File: config.mk
export PLATFORM = sky130hd
export DESIGN_NAME = dmem_arbiter_flat
export DESIGN_NICKNAME = d
export VERILOG_FILES = /design/src/rtl/dmem_arbiter_if.sv /design/src/rtl/dmem_arbiter.sv /design/src/flat_wrapper.sv
export SDC_FILE = /design/constraint.sdc
export NUM_CORES = 1
export LEC_CHECK = 0
export BUFFER_PORTS_ARGS = -buffer_cell sky130_fd_sc_hd__buf_2
export CORE_ASPECT_RATIO = 0.75
export CORE_MARGIN = 2
export CORE_UTILIZATION = 32
export CTS_BUF_LIST = sky130_fd_sc_hd__clkbuf_8 sky130_fd_sc_hd__clkbuf_16
export CTS_CLUSTER_SIZE = 25
export DETAILED_ROUTE_END_ITERATION = 12
export PLACE_DENSITY_LB_ADDON = 0.05
export SYNTH_ARGS = -nofsm -noshare
export SYNTH_HDL_FRONTEND = slang
export SYNTH_SLANG_ARGS = --single-unit
File: constraint.sdc
create_clock -name clk -period 2.08 [get_ports clk]
set_input_delay 0.416 -clock clk [delete_from_list [all_inputs] [get_ports clk]]
set_output_delay 0.416 -clock clk [all_outputs]
set_load 0.05 [all_outputs]
File: src/rtl/dmem_arbiter_if.sv
// Request/response and memory-side signals of the two-port data-memory arbiter.
interface dmem_arbiter_if #(
    parameter int unsigned ADDR_W = 6,
    parameter int unsigned DATA_W = 32
);
    localparam int unsigned F3_W = 3;

    // requester side
    logic              req0;
    logic              req1;
    logic              we0;
    logic              we1;
    logic [F3_W-1:0]   f3_0;
    logic [F3_W-1:0]   f3_1;
    logic [ADDR_W-1:0] addr0;
    logic [ADDR_W-1:0] addr1;
    logic [DATA_W-1:0] wdata0;
    logic [DATA_W-1:0] wdata1;
    logic              done0;
    logic              done1;
    logic              err0;
    logic              err1;
    logic [DATA_W-1:0] rdata;
    logic              busy;

    // memory side
    logic              m_read;
    logic              m_write;
    logic [ADDR_W-1:0] m_addr;
    logic [F3_W-1:0]   m_f3;
    logic [DATA_W-1:0] m_wdata;
    logic [DATA_W-1:0] m_rdata;

    // arbiter view
    modport slave (
        input  req0, req1, we0, we1, f3_0, f3_1, addr0, addr1, wdata0, wdata1,
        input  m_rdata,
        output done0, done1, err0, err1, rdata, busy,
        output m_read, m_write, m_addr, m_f3, m_wdata
    );

    // requesters plus memory view
    modport master (
        output req0, req1, we0, we1, f3_0, f3_1, addr0, addr1, wdata0, wdata1,
        output m_rdata,
        input  done0, done1, err0, err1, rdata, busy,
        input  m_read, m_write, m_addr, m_f3, m_wdata
    );
endinterface

File: src/rtl/dmem_arbiter.sv
// Two-requester round-robin arbiter/sequencer for the shared byte-addressed data memory.
// Each access runs IDLE -> ACCESS -> DONE; memory strobes exist only in ACCESS.
module dmem_arbiter #(
    parameter int unsigned ADDR_W = 6,
    parameter int unsigned DATA_W = 32
) (
    input  logic          clk,
    input  logic          rst_n,
    dmem_arbiter_if.slave bus
);
    localparam int unsigned F3_W = 3;

    typedef enum logic [1:0] {
        ST_IDLE   = 2'd0,
        ST_ACCESS = 2'd1,
        ST_DONE   = 2'd2
    } state_t;

    typedef struct packed {
        logic              id;
        logic              we;
        logic [F3_W-1:0]   f3;
        logic [ADDR_W-1:0] addr;
        logic [DATA_W-1:0] wdata;
        logic              bad;
    } txn_t;

    state_t            state;
    state_t            state_nxt;
    txn_t              txn_q;
    txn_t              txn_c;
    logic              last_gnt;
    logic              any_req_c;
    logic              win_c;
    logic              grant_c;

    logic              done0_q;
    logic              done1_q;
    logic              err0_q;
    logic              err1_q;
    logic [DATA_W-1:0] rdata_q;
    logic              busy_q;

    logic              m_read_c;
    logic              m_write_c;
    logic [ADDR_W-1:0] m_addr_c;
    logic [F3_W-1:0]   m_f3_c;
    logic [DATA_W-1:0] m_wdata_c;

    // Illegal funct3 for the direction, or address not aligned to the access size.
    function automatic logic calc_bad(
        input logic              we,
        input logic [F3_W-1:0]   f3,
        input logic [ADDR_W-1:0] addr
    );
        logic illegal;
        logic misaligned;
        if (we) begin
            illegal = (f3 > 3'd2);
        end else begin
            illegal = (f3 == 3'b011) || (f3 == 3'b110) || (f3 == 3'b111);
        end
        case (f3[1:0])
            2'b01:   misaligned = addr[0];
            2'b10:   misaligned = |addr[1:0];
            default: misaligned = 1'b0;
        endcase
        return illegal | misaligned;
    endfunction

    // Winner selection (tie goes to the port that was not granted last) and payload mux.
    always_comb begin
        any_req_c = bus.req0 | bus.req1;
        if (bus.req0 && bus.req1) begin
            win_c = ~last_gnt;
        end else begin
            win_c = bus.req1;
        end
        txn_c.id    = win_c;
        txn_c.we    = win_c ? bus.we1    : bus.we0;
        txn_c.f3    = win_c ? bus.f3_1   : bus.f3_0;
        txn_c.addr  = win_c ? bus.addr1  : bus.addr0;
        txn_c.wdata = win_c ? bus.wdata1 : bus.wdata0;
        txn_c.bad   = calc_bad(txn_c.we, txn_c.f3, txn_c.addr);
    end

    // State register.
    always_ff @(posedge clk or negedge rst_n) begin
        if (!rst_n) begin
            state <= ST_IDLE;
        end else begin
            state <= state_nxt;
        end
    end

    // Next state and memory strobes; strobes decode from state so reset kills them at once.
    always_comb begin
        state_nxt = state;
        grant_c   = 1'b0;
        m_read_c  = 1'b0;
        m_write_c = 1'b0;
        m_addr_c  = '0;
        m_f3_c    = '0;
        m_wdata_c = '0;
        case (state)
            ST_IDLE: begin
                if (any_req_c) begin
                    grant_c   = 1'b1;
                    state_nxt = ST_ACCESS;
                end
            end
            ST_ACCESS: begin
                m_read_c  = ~txn_q.we & ~txn_q.bad;
                m_write_c =  txn_q.we & ~txn_q.bad;
                m_addr_c  = txn_q.addr;
                m_f3_c    = txn_q.f3;
                m_wdata_c = txn_q.wdata;
                state_nxt = ST_DONE;
            end
            ST_DONE: begin
                state_nxt = ST_IDLE;
            end
            default: begin
                state_nxt = ST_IDLE;
            end
        endcase
    end

    // Latch the granted request and remember who won for the next tie.
    always_ff @(posedge clk or negedge rst_n) begin
        if (!rst_n) begin
            txn_q    <= '0;
            last_gnt <= 1'b1;
        end else if (grant_c) begin
            txn_q    <= txn_c;
            last_gnt <= win_c;
        end
    end

    // Completion pulse, error flag, load capture and busy, all timed off the ACCESS cycle.
    always_ff @(posedge clk or negedge rst_n) begin
        if (!rst_n) begin
            done0_q <= 1'b0;
            done1_q <= 1'b0;
            err0_q  <= 1'b0;
            err1_q  <= 1'b0;
            rdata_q <= '0;
            busy_q  <= 1'b0;
        end else begin
            done0_q <= (state == ST_ACCESS) & ~txn_q.id;
            done1_q <= (state == ST_ACCESS) &  txn_q.id;
            err0_q  <= (state == ST_ACCESS) & ~txn_q.id & txn_q.bad;
            err1_q  <= (state == ST_ACCESS) &  txn_q.id & txn_q.bad;
            busy_q  <= (state_nxt != ST_IDLE);
            if (state == ST_ACCESS) begin
                rdata_q <= (~txn_q.we & ~txn_q.bad) ? bus.m_rdata : '0;
            end
        end
    end

    assign bus.done0   = done0_q;
    assign bus.done1   = done1_q;
    assign bus.err0    = err0_q;
    assign bus.err1    = err1_q;
    assign bus.rdata   = rdata_q;
    assign bus.busy    = busy_q;
    assign bus.m_read  = m_read_c;
    assign bus.m_write = m_write_c;
    assign bus.m_addr  = m_addr_c;
    assign bus.m_f3    = m_f3_c;
    assign bus.m_wdata = m_wdata_c;
endmodule

File: src/flat_wrapper.sv
// flat-port wrapper written by rule: the top's interface ports become plain ports
module dmem_arbiter_flat 
#(
    parameter int unsigned ADDR_W = 6,
    parameter int unsigned DATA_W = 32
)
  (clk, rst_n, bus_req0, bus_req1, bus_we0, bus_we1, bus_f3_0, bus_f3_1, bus_addr0, bus_addr1, bus_wdata0, bus_wdata1, bus_m_rdata, bus_done0, bus_done1, bus_err0, bus_err1, bus_rdata, bus_busy, bus_m_read, bus_m_write, bus_m_addr, bus_m_f3, bus_m_wdata);
  dmem_arbiter_if #(.ADDR_W(ADDR_W), .DATA_W(DATA_W)) bus_i ();
  input  logic clk;
  input  logic rst_n;
  input wire logic [$bits(bus_i.req0)-1:0] bus_req0;
  input wire logic [$bits(bus_i.req1)-1:0] bus_req1;
  input wire logic [$bits(bus_i.we0)-1:0] bus_we0;
  input wire logic [$bits(bus_i.we1)-1:0] bus_we1;
  input wire logic [$bits(bus_i.f3_0)-1:0] bus_f3_0;
  input wire logic [$bits(bus_i.f3_1)-1:0] bus_f3_1;
  input wire logic [$bits(bus_i.addr0)-1:0] bus_addr0;
  input wire logic [$bits(bus_i.addr1)-1:0] bus_addr1;
  input wire logic [$bits(bus_i.wdata0)-1:0] bus_wdata0;
  input wire logic [$bits(bus_i.wdata1)-1:0] bus_wdata1;
  input wire logic [$bits(bus_i.m_rdata)-1:0] bus_m_rdata;
  output wire logic [$bits(bus_i.done0)-1:0] bus_done0;
  output wire logic [$bits(bus_i.done1)-1:0] bus_done1;
  output wire logic [$bits(bus_i.err0)-1:0] bus_err0;
  output wire logic [$bits(bus_i.err1)-1:0] bus_err1;
  output wire logic [$bits(bus_i.rdata)-1:0] bus_rdata;
  output wire logic [$bits(bus_i.busy)-1:0] bus_busy;
  output wire logic [$bits(bus_i.m_read)-1:0] bus_m_read;
  output wire logic [$bits(bus_i.m_write)-1:0] bus_m_write;
  output wire logic [$bits(bus_i.m_addr)-1:0] bus_m_addr;
  output wire logic [$bits(bus_i.m_f3)-1:0] bus_m_f3;
  output wire logic [$bits(bus_i.m_wdata)-1:0] bus_m_wdata;
  assign bus_i.req0 = bus_req0;
  assign bus_i.req1 = bus_req1;
  assign bus_i.we0 = bus_we0;
  assign bus_i.we1 = bus_we1;
  assign bus_i.f3_0 = bus_f3_0;
  assign bus_i.f3_1 = bus_f3_1;
  assign bus_i.addr0 = bus_addr0;
  assign bus_i.addr1 = bus_addr1;
  assign bus_i.wdata0 = bus_wdata0;
  assign bus_i.wdata1 = bus_wdata1;
  assign bus_i.m_rdata = bus_m_rdata;
  assign bus_done0 = bus_i.done0;
  assign bus_done1 = bus_i.done1;
  assign bus_err0 = bus_i.err0;
  assign bus_err1 = bus_i.err1;
  assign bus_rdata = bus_i.rdata;
  assign bus_busy = bus_i.busy;
  assign bus_m_read = bus_i.m_read;
  assign bus_m_write = bus_i.m_write;
  assign bus_m_addr = bus_i.m_addr;
  assign bus_m_f3 = bus_i.m_f3;
  assign bus_m_wdata = bus_i.m_wdata;
  dmem_arbiter #(.ADDR_W(ADDR_W), .DATA_W(DATA_W)) u_core (.clk(clk), .rst_n(rst_n), .bus(bus_i));
endmodule
==> out/results.tsv, run 1 <==
stage	metric	value	unit
floorplan	ios	200	
timing	maxSlewHeadroom	0.638	
timing	finalHoldViolations	0	
floorplan	die-area	12600	sq um
cts	cts_hold_buf	0	
critical_path	crit_required	1.66	ns
floorplan	fp.dieH	97.9	um
layout	antennaDiodeCount	0	
power	ir_worst_vdd	587	uV
route	final_antenna_net_count	0	
cts	cts.clk_slew.worst_paths	0.06	ns
global_routing	grt-ovfl-total	0	
synth	avgSynthCellArea	11.1	sq um
placed_design	gp_congestion	0.753	
layout	drive_above_1_share	0.439	
cts	cts_resized	1	
synth	synth_area	3760	sq um
cts	clock_latency	0.33	ns
route	via_per_inst	4.35	
critical_path	worstSetupStartpoint	u_core.state[1]	
global_routing	grt_max_degree	39	
layout	syn_to_final_growth	45.5	%
cts	cts_max_level	3	
timing	rsz0062_at_grt	true	
critical_path	cp_max_fo	21	
critical_path	cp-start-kind	flop	
timing	worstMarginPinSlew	0.541	ns
cts	cts_tree	yes	
floorplan	die_w	129	um
critical_path	reg2reg_from	u_core.last_gnt	
timing	tns	0	ns
power	finalPower	8.73	mW
synth	netlist_instances	339	
synth	seq_area_frac_synth	0.559	
critical_path	endpoint_kind	output pin	
placed_design	placedCellCount	694	
global_routing	antenna_found_initial	0	
floorplan	core	11500	sq um
critical_path	path_cells	nand2b_1, inv_1, buf_6, and2_1, clkbuf_4	
global_routing	grt_pass1_wl	15500	um
synth	yosysWarningCount	0	
route	totalWireLength	9840	um
critical_path	r2r_setup_slack	0.14	ns
critical_path	cp_data_arrival_time	1.57	ns
worst_hold_path	hp-class	input port to async pin	
route	vias	3083	
flow_run	maxCapViolCount	0	
timing	fmax	503	MHz
synth	async_flop_share	1.00	
timing	fin_crit_sh	0.956	
layout	stdcell_count	709	
cts	cts.sinks	84	
synth	syn_nets	462	
critical_path	crit_family	buffers and inverters	
layout	layout_common_cells	158 x buf_2, 83 x dfrtp_1, 43 x and2_1, 43 x nand2_1, 42 x o21ai_0	
placed_design	dp_hpwl	7290	um
floorplan	start_util	0.326	
timing	skew	0.00348	ns
global_routing	grt_util_all_layers	0.155	
route	dr.first_iter.drc_count	101	
power	p_per_area	1590	nW/um^2
layout	n_fill_cell	1144	
global_routing	grt_pass1_vias	3034	
timing	setup_violations	0	
cts	cts_inserted_buffers	9	
cts	post_cts_buffers	0	
route	dr.pass1.iters	4	
timing	slew_viol_final	0	
synth	synthFlopType	dfrtp_1	
outcome	status	finished clean	
cts	root_buffer	clkbuf_16	
synth	synth_edf_count	0	
critical_path	critPathKind	flop to output pin	
layout	layout_commonest_cell	buf_2	
critical_path	max_stage_delay	0.37	ns
cts	clockBufferDepth	2	
synth	synth-seq-cells	84	
timing	min_period	1.99	ns
layout	layout.nets	666	
floorplan	rows	34	
synth	yosysUniqueCellTypes	29	
placed_design	portBuffers	199	
route	wl_per_cell	13.9	um
power	power.leakage	2.89	nW
route	drc	0	
critical_path	crit_buf_inv	3	
critical_path	cp_slowest_cell	dfrtp_1	
==> cell type report <==
class	instances	area [sq um]	share of cell area
repair buffers	218	1270	0.233
inverters	5	18.8	0.00343
clock buffers	9	225	0.0411
clock inverters	6	81.3	0.0149
flip-flops and latches	84	2100	0.384
well taps	162	203	0.0370
multi-input cells	225	1570	0.287
==> worst register-to-register path, cell delays in order, from the launching register on <==
cell       delay (ns)
dfstp_2          0.39
a21boi_4         0.24
mux2i_2          0.30
inv_1            0.14
ha_4             0.19
a211oi_2         0.20
a2111oi_1        0.07
o32a_1           0.30
==> Yosys cell counts (all sizes together) (2+ instances only) <==
| cell | instances | area [sq um] |
|---|---|---|
| clkbuf | 11 | 41.3 |
| dfrtp | 83 | 2080 |
| inv | 5 | 18.8 |
| ha | 3 | 37.5 |
| mux2i | 42 | 420 |
| buf | 14 | 81.3 |
| and2 | 43 | 269 |
| a21oi | 2 | 10.0 |
| nand2 | 43 | 161 |
| o21ai | 43 | 215 |
| nor2 | 3 | 11.3 |
| a22o | 33 | 289 |
==> stage by stage <==
| stage | hold slack (ns) | instance area, sq um | utilization | setup slack, ns |
|---|---|---|---|---|
| after floorplan | 0.120 | 3810 | - | 0.0157 |
| after global placement | 0.409 | 5060 | 0.439 | 0.0425 |
| after detailed placement | 0.411 | 5060 | 0.439 | -0.0336 |
| after CTS | 0.0470 | 5370 | 0.466 | 0.000656 |
| after global routing | 0.0542 | 5470 | 0.475 | -0.0109 |
| final | 0.0285 | 5470 | 0.475 | 0.0911 |
==> routing by layer <==
layer,GRT usage,wire (um)
met5,0,0
met4,0.0452,104
met3,0.0433,663
met2,0.238,4340
met1,0.214,4730
==> worst paths after layout <==
check                                        to  cells past startpoint
min in group clk            u_core.bus.rdata[6]                      2
max in group asynchronous  u_core.bus.rdata[19]                      2
min                         u_core.bus.rdata[4]                      1
max                             bus_m_wdata[20]                      5
min reg2reg                    u_core.txn_q[16]                      2
max reg2reg                     u_core.txn_q[0]                      7
==> where the power goes <==
| group | leakage, nW | switching [mW] | internal, mW |
|---|---|---|---|
| logic | 1.66 | 3.05 | 1.37 |
| registers | 1.07 | 0.325 | 2.32 |
| clock network | 0.152 | 0.628 | 1.04 |
| total | 2.89 | 4.00 | 4.72 |
==> sequential cells by signal, indices dropped and copies added, names as in the netlist <==
| register | count |
|---|---|
| u_core.txn_q | 44 |
| u_core.bus.rdata | 32 |
| u_core.state | 2 |
| u_core.bus.busy | 1 |
| u_core.bus.done0 | 1 |
| u_core.bus.done1 | 1 |
| u_core.bus.err0 | 1 |
| u_core.bus.err1 | 1 |
| u_core.last_gnt | 1 |
==> cell families (layout without fill, tap and decap cells) <==
| logic type | after synthesis | count (layout) | synth area share |
|---|---|---|---|
| AOI/OAI and AO/OA | 85 | 85 | 0.153 |
| buffers and inverters | 30 | 238 | 0.0376 |
| and+or+nand+nor | 95 | 95 | 0.129 |
| DFF | 84 | 84 | 0.559 |
| muxes | 42 | 42 | 0.112 |
| adders and majority gates | 3 | 3 | 0.00998 |
(Power assumes the default switching activity.)
==> run 2, diff against run 1 <==
==> constraint.sdc (replaced) <==
create_clock -name clk -period 2.08 [get_ports clk]
set_input_delay 0.312 -clock clk [delete_from_list [all_inputs] [get_ports clk]]
set_output_delay 0.312 -clock clk [all_outputs]
set_load 0.05 [all_outputs]
==> out/results.tsv, run 2 (synthesis gave the netlist of run 1 again) <==
stage	metric	value	unit
cts	cts.clk_slew.worst_paths	0.06	ns
floorplan	die-area	12600	sq um
power	p_per_area	1610	nW/um^2
placed_design	placedCellCount	688	
cts	cts_max_level	3	
layout	largest_reg_flops	44	
floorplan	ios	200	
timing	setup_violations	0	
layout	layout_commonest_cell	buf_2	
global_routing	grt_pass1_wl	15700	um
route	final_antenna_net_count	0	
worst_hold_path	hp-class	input port to async pin	
route	via_per_inst	4.43	
outcome	violations	hold timing	
power	ir_worst_vdd	573	uV
route	totalWireLength	9670	um
power	p_sw_frac	0.460	
timing	finalHoldViolations	11	
route	wl_per_cell	13.7	um
timing	fin_hold_ws	-0.0331	ns
power	combPwrFrac	0.500	
layout	antennaDiodeCount	0	
cts	clock_latency	0.33	ns
power	power.leakage	2.86	nW
global_routing	grtUsageMet3	0.0466	
floorplan	die_w	129	um
placed_design	portBuffers	199	
floorplan	core	11500	sq um
flow_run	maxCapViolCount	0	
layout	syn_to_final_growth	44.1	%
layout	stdcell_count	704	
layout	drive_above_1_share	0.443	
global_routing	grt_util_all_layers	0.158	
timing	fmax	510	MHz
floorplan	start_util	0.326	
route	dr.first_iter.drc_count	159	
global_routing	grt-busiest-layer	met2	
global_routing	grt_max_degree	85	
critical_path	cp_max_fo	5	
critical_path	crit_required	2.30	ns
layout	utilization	0.470	
timing	maxSlewHeadroom	0.647	
outcome	status	finished with violations	
route	dr.pass1.iters	6	
route	vias	3116	
placed_design	dp_hpwl	6990	um
floorplan	rows	34	
critical_path	cp-start-kind	flop	
critical_path	endpoint_kind	flop	
power	p_switching	4.01	mW
power	clkPwrFrac	0.197	
timing	skew	0.00586	ns
layout	layout.nets	660	
timing	fin_crit_sh	0.942	
global_routing	grt_pass1_vias	3067	
cts	root_buffer	clkbuf_16	
placed_design	gp_congestion	0.769	
global_routing	grt-ovfl-total	0	
cts	cts_tree	yes	
critical_path	critPathKind	flop to flop	
timing	slew_viol_final	0	
power	p_int	4.71	mW
floorplan	fp.dieH	97.9	um
cts	clockBufferDepth	2	
timing	min_period	1.96	ns
layout	regMostFlops	u_core.txn_q	
cts	cts_inserted_buffers	9	
power	p_seq_frac	0.303	
route	drc	0	
critical_path	cp_data_arrival_time	2.18	ns
layout	layout_common_cells	171 x buf_2, 83 x dfrtp_1, 43 x and2_1, 43 x nand2_1, 42 x o21ai_0	
global_routing	antenna_found_initial	0	
cts	cts.sinks	84	
global_routing	grt_use_met1	0.219	
timing	worstMarginPinSlew	0.529	ns
global_routing	met2_usage	0.238	
## run 2: cell count changes in the layout (fill, tap and decap cells not counted), sizes merged
| cell | delta |
|---|---|
| inv | -1 |
| buf | +8 |
| clkinv | -1 |
| clkbuf | -13 |
| clkinvlp | +2 |
## run 2: worst max-delay path, stage by stage, from the launching register on
cell and delay, ns:
dfstp_2 0.39, a21boi_4 0.24, mux2i_2 0.26, inv_1 0.09, ha_2 0.20, a211oi_2 0.25, a2111oi_2 0.08, o32a_1 0.33
## run 2: path summary, 6_finish.rpt
path                                  from             endpoint  slack, ns  cells past startpoint
max                        u_core.last_gnt      u_core.txn_q[0]       0.12                      7
min                                  rst_n     u_core.txn_q[27]      -0.03                      2
max reg2reg                u_core.last_gnt      u_core.txn_q[0]       0.12                      7
min reg2reg                u_core.txn_q[1]      u_core.txn_q[1]       0.47                      2
max in group asynchronous            rst_n      u_core.last_gnt       1.67                      2
min in group clk            bus_m_rdata[8]  u_core.bus.rdata[8]       0.19                      2
## run 2: through the flow
step / power [mW] / setup slack, ns / instance area, sq um / setup TNS [ns]
after floorplan: 5.80 / 0.0176 / 3780 / 0
after global placement: 6.91 / 0.124 / 5000 / 0
after detailed placement: 6.96 / -0.106 / 5000 / -0.106
after CTS: 8.75 / 0.000232 / 5330 / 0
after global routing: 9.32 / -0.00259 / 5420 / -0.00259
final: 8.72 / 0.120 / 5420 / 0
## run 2: power groups by stage
stage / clock network, mW / logic (mW) / registers [mW]
after floorplan: 0 / 2.45 / 3.36
after global placement: 0 / 4.27 / 2.64
after detailed placement: 0 / 4.29 / 2.67
after CTS: 1.79 / 4.31 / 2.65
after global routing: 1.86 / 4.72 / 2.74
final: 1.72 / 4.36 / 2.64
## run 2: layout make-up
class | count | area, sq um
tap | 162 | 203
timing repair buffer | 212 | 1200
clock inverter | 6 | 87.6
inverter | 5 | 18.8
sequential | 84 | 2100
multi-input combinational | 225 | 1570
clock buffer | 10 | 239
fill | 1094 | 6110
## run 2: repair_timing
action | 4_1_cts | 5_1_grt
gates resized for setup | 4 | 32
hold buffers | 0 | 0
endpoints found under the setup margin | 4 | 42
setup buffers | 0 | 0
## run 2: layer usage
metal  wire length, um  part of all wire  vias up
li1                  -                 -     1573
met1              4440              0.46     1423
met2              4400              0.45      109
met3               697             0.072       11
met4               135             0.014        0
met5                 0                 0        -
==> run 3, diff against run 2 <==
--- a/config.mk
+++ b/config.mk
@@ -6,9 +6,11 @@
 export NUM_CORES = 1
 export LEC_CHECK = 0
 export BUFFER_PORTS_ARGS = -buffer_cell sky130_fd_sc_hd__buf_2
+export CELL_PAD_IN_SITES_DETAIL_PLACEMENT = 2
+export CELL_PAD_IN_SITES_GLOBAL_PLACEMENT = 2
 export CORE_ASPECT_RATIO = 0.75
 export CORE_MARGIN = 2
-export CORE_UTILIZATION = 32
+export CORE_UTILIZATION = 23
 export CTS_BUF_LIST = sky130_fd_sc_hd__clkbuf_8 sky130_fd_sc_hd__clkbuf_16
 export CTS_CLUSTER_SIZE = 25
 export DETAILED_ROUTE_END_ITERATION = 12
==> out/results.tsv, run 3 (synthesis gave the netlist of run 1 again) <==
stage	metric	value	unit
outcome	status	finished clean	
global_routing	antenna_found_initial	0	
floorplan	core	16000	sq um
power	power.leakage	2.89	nW
layout	utilization	0.346	
floorplan	rows	40	
layout	drive_above_1_share	0.436	
timing	min_period	1.99	ns
floorplan	ios	200	
timing	skew	0.00434	ns
layout	layout_common_cells	161 x buf_2, 83 x dfrtp_1, 43 x and2_1, 43 x nand2_1, 42 x o21ai_0	
power	ir_worst_vdd	557	uV
placed_design	gp_congestion	0.713	
worst_hold_path	hp-class	input port to flop	
layout	layout.nets	662	
route	via_per_inst	4.36	
floorplan	start_util	0.235	
timing	worstMarginPinSlew	0.568	ns
route	drc	0	
critical_path	rr_worst_depth	7	
floorplan	die-area	17400	sq um
global_routing	grt_pass1_vias	3671	
timing	fmax	502	MHz
route	final_antenna_net_count	0	
critical_path	cp_max_fo	4	
layout	regMostFlops	u_core.txn_q	
route	totalWireLength	12000	um
critical_path	path_cells	a21boi_4, mux2i_2, inv_1, ha_2, a211oi_1, a2111oi_1, o32a_1	
critical_path	reg2reg_from	u_core.last_gnt	
layout	largest_reg_flops	44	
cts	root_buffer	clkbuf_16	
timing	rsz0062_at_grt	true	
power	finalPower	9.04	mW
placed_design	portBuffers	199	
cts	clockBufferDepth	2	
floorplan	fp.dieH	115	um
layout	antennaDiodeCount	0	
global_routing	grt_max_degree	48	
cts	cts.clk_slew.worst_paths	0.07	ns
timing	tns	0	ns
floorplan	die_w	152	um
route	dr.first_iter.drc_count	54	
critical_path	endpoint_kind	flop	
worst_hold_path	holdPathStages	2	
cts	clock_latency	0.34	ns
critical_path	critPathKind	flop to flop	
cts	cts.sinks	84	
critical_path	r2r_setup_slack	0.09	ns
critical_path	max_stage_delay	0.39	ns
flow_run	maxCapViolCount	0	
timing	fin_hold_ws	0.184	ns
critical_path	cp-start-kind	flop	
critical_path	rr_endpoint	u_core.txn_q[0]	
global_routing	grt_pass1_wl	19200	um
critical_path	cp_data_arrival_time	2.22	ns
layout	syn_to_final_growth	47.5	%
cts	cts_tree	yes	
layout	stdcell_count	754	
route	wl_per_cell	15.9	um
critical_path	crit_required	2.31	ns
placed_design	dp_hpwl	9010	um
timing	slew_viol_final	0	
worst_hold_path	hold_path_end	u_core.bus.rdata[1]	
power	p_per_area	1630	nW/um^2
cts	post_cts_buffers	0	
worst_hold_path	worstHoldStart	bus_m_rdata[1]	
timing	fin_crit_sh	0.957	
cts	cts_inserted_buffers	9	
placed_design	placedCellCount	737	
route	dr.pass1.iters	4	
cts	cts_max_level	3	
route	vias	3285	
timing	maxSlewHeadroom	0.620	
global_routing	grt-ovfl-total	0	
timing	finalHoldViolations	0	
global_routing	grt_util_all_layers	0.143	
critical_path	cp_slowest_cell	dfstp_2	
timing	setup_violations	0	
layout	layout_commonest_cell	buf_2	
[run 3: worst max-delay path, delay by kind of cell (launching register included)]
kind	cells	cell delay (ns)
AO/OA/AOI/OAI	4	0.92
adder cells (fa/ha/maj)	1	0.21
buffers and inverters	1	0.10
flip-flops	1	0.39
multiplexers	1	0.26
[run 3: what timing repair did]
item                       CTS  global route
hold buffers                 1             0
pin swaps                    0             0
cloned                       0             0
setup endpoints to repair    1            37
gates resized for setup      1            38
hold endpoints to repair    36             0
[run 3: worst max path at each step]
stage,endpoint,slack (ns),startpoint,depth (start not counted)
6_report,u_core.txn_q[0],0.09,u_core.last_gnt,7
5_1_grt,bus_m_f3[0],-0.009,u_core.state[1],5
4_1_cts,u_core.txn_q[0],0.03,u_core.last_gnt,6
3_5_place_dp,u_core.txn_q[0],-0.02,bus_req0,7
3_3_place_gp,u_core.txn_q[0],0.11,bus_req0,7
2_1_floorplan,u_core.txn_q[0],0.02,u_core.last_gnt,9
[run 3: metal layers]
metal  vias up  GRT usage  part of all wire
met4         0     0.0296            0.0072
met1      1595      0.188              0.45
met2       108      0.229              0.47
met3         8     0.0512             0.072
li1       1574          -                 -
met5         -          0                 0
[run 3: layout make-up]
cell class / instances / area [sq um]
tap: 210 / 263
clock inverter: 6 / 119
clock buffer: 10 / 239
timing repair buffer: 214 / 1250
inverter: 5 / 18.8
fill: 1780 / 10500
sequential: 84 / 2100
multi-input combinational: 225 / 1560
[run 3: power breakdown]
part / internal [mW] / total [mW] / switching, mW / leakage [nW]
Combinational: 1.35 / 4.47 / 3.12 / 1.64
Clock: 1.22 / 1.92 / 0.699 / 0.175
Sequential: 2.32 / 2.65 / 0.335 / 1.07
Total: 4.88 / 9.04 / 4.15 / 2.89
[run 3: metrics by stage]
step	setup WS, ns	cell area (sq um)
after floorplan	0.0176	3780
after global placement	0.108	5080
after detailed placement	-0.0207	5080
after CTS	0.0282	5450
after global routing	-0.00881	5550
final	0.0896	5550
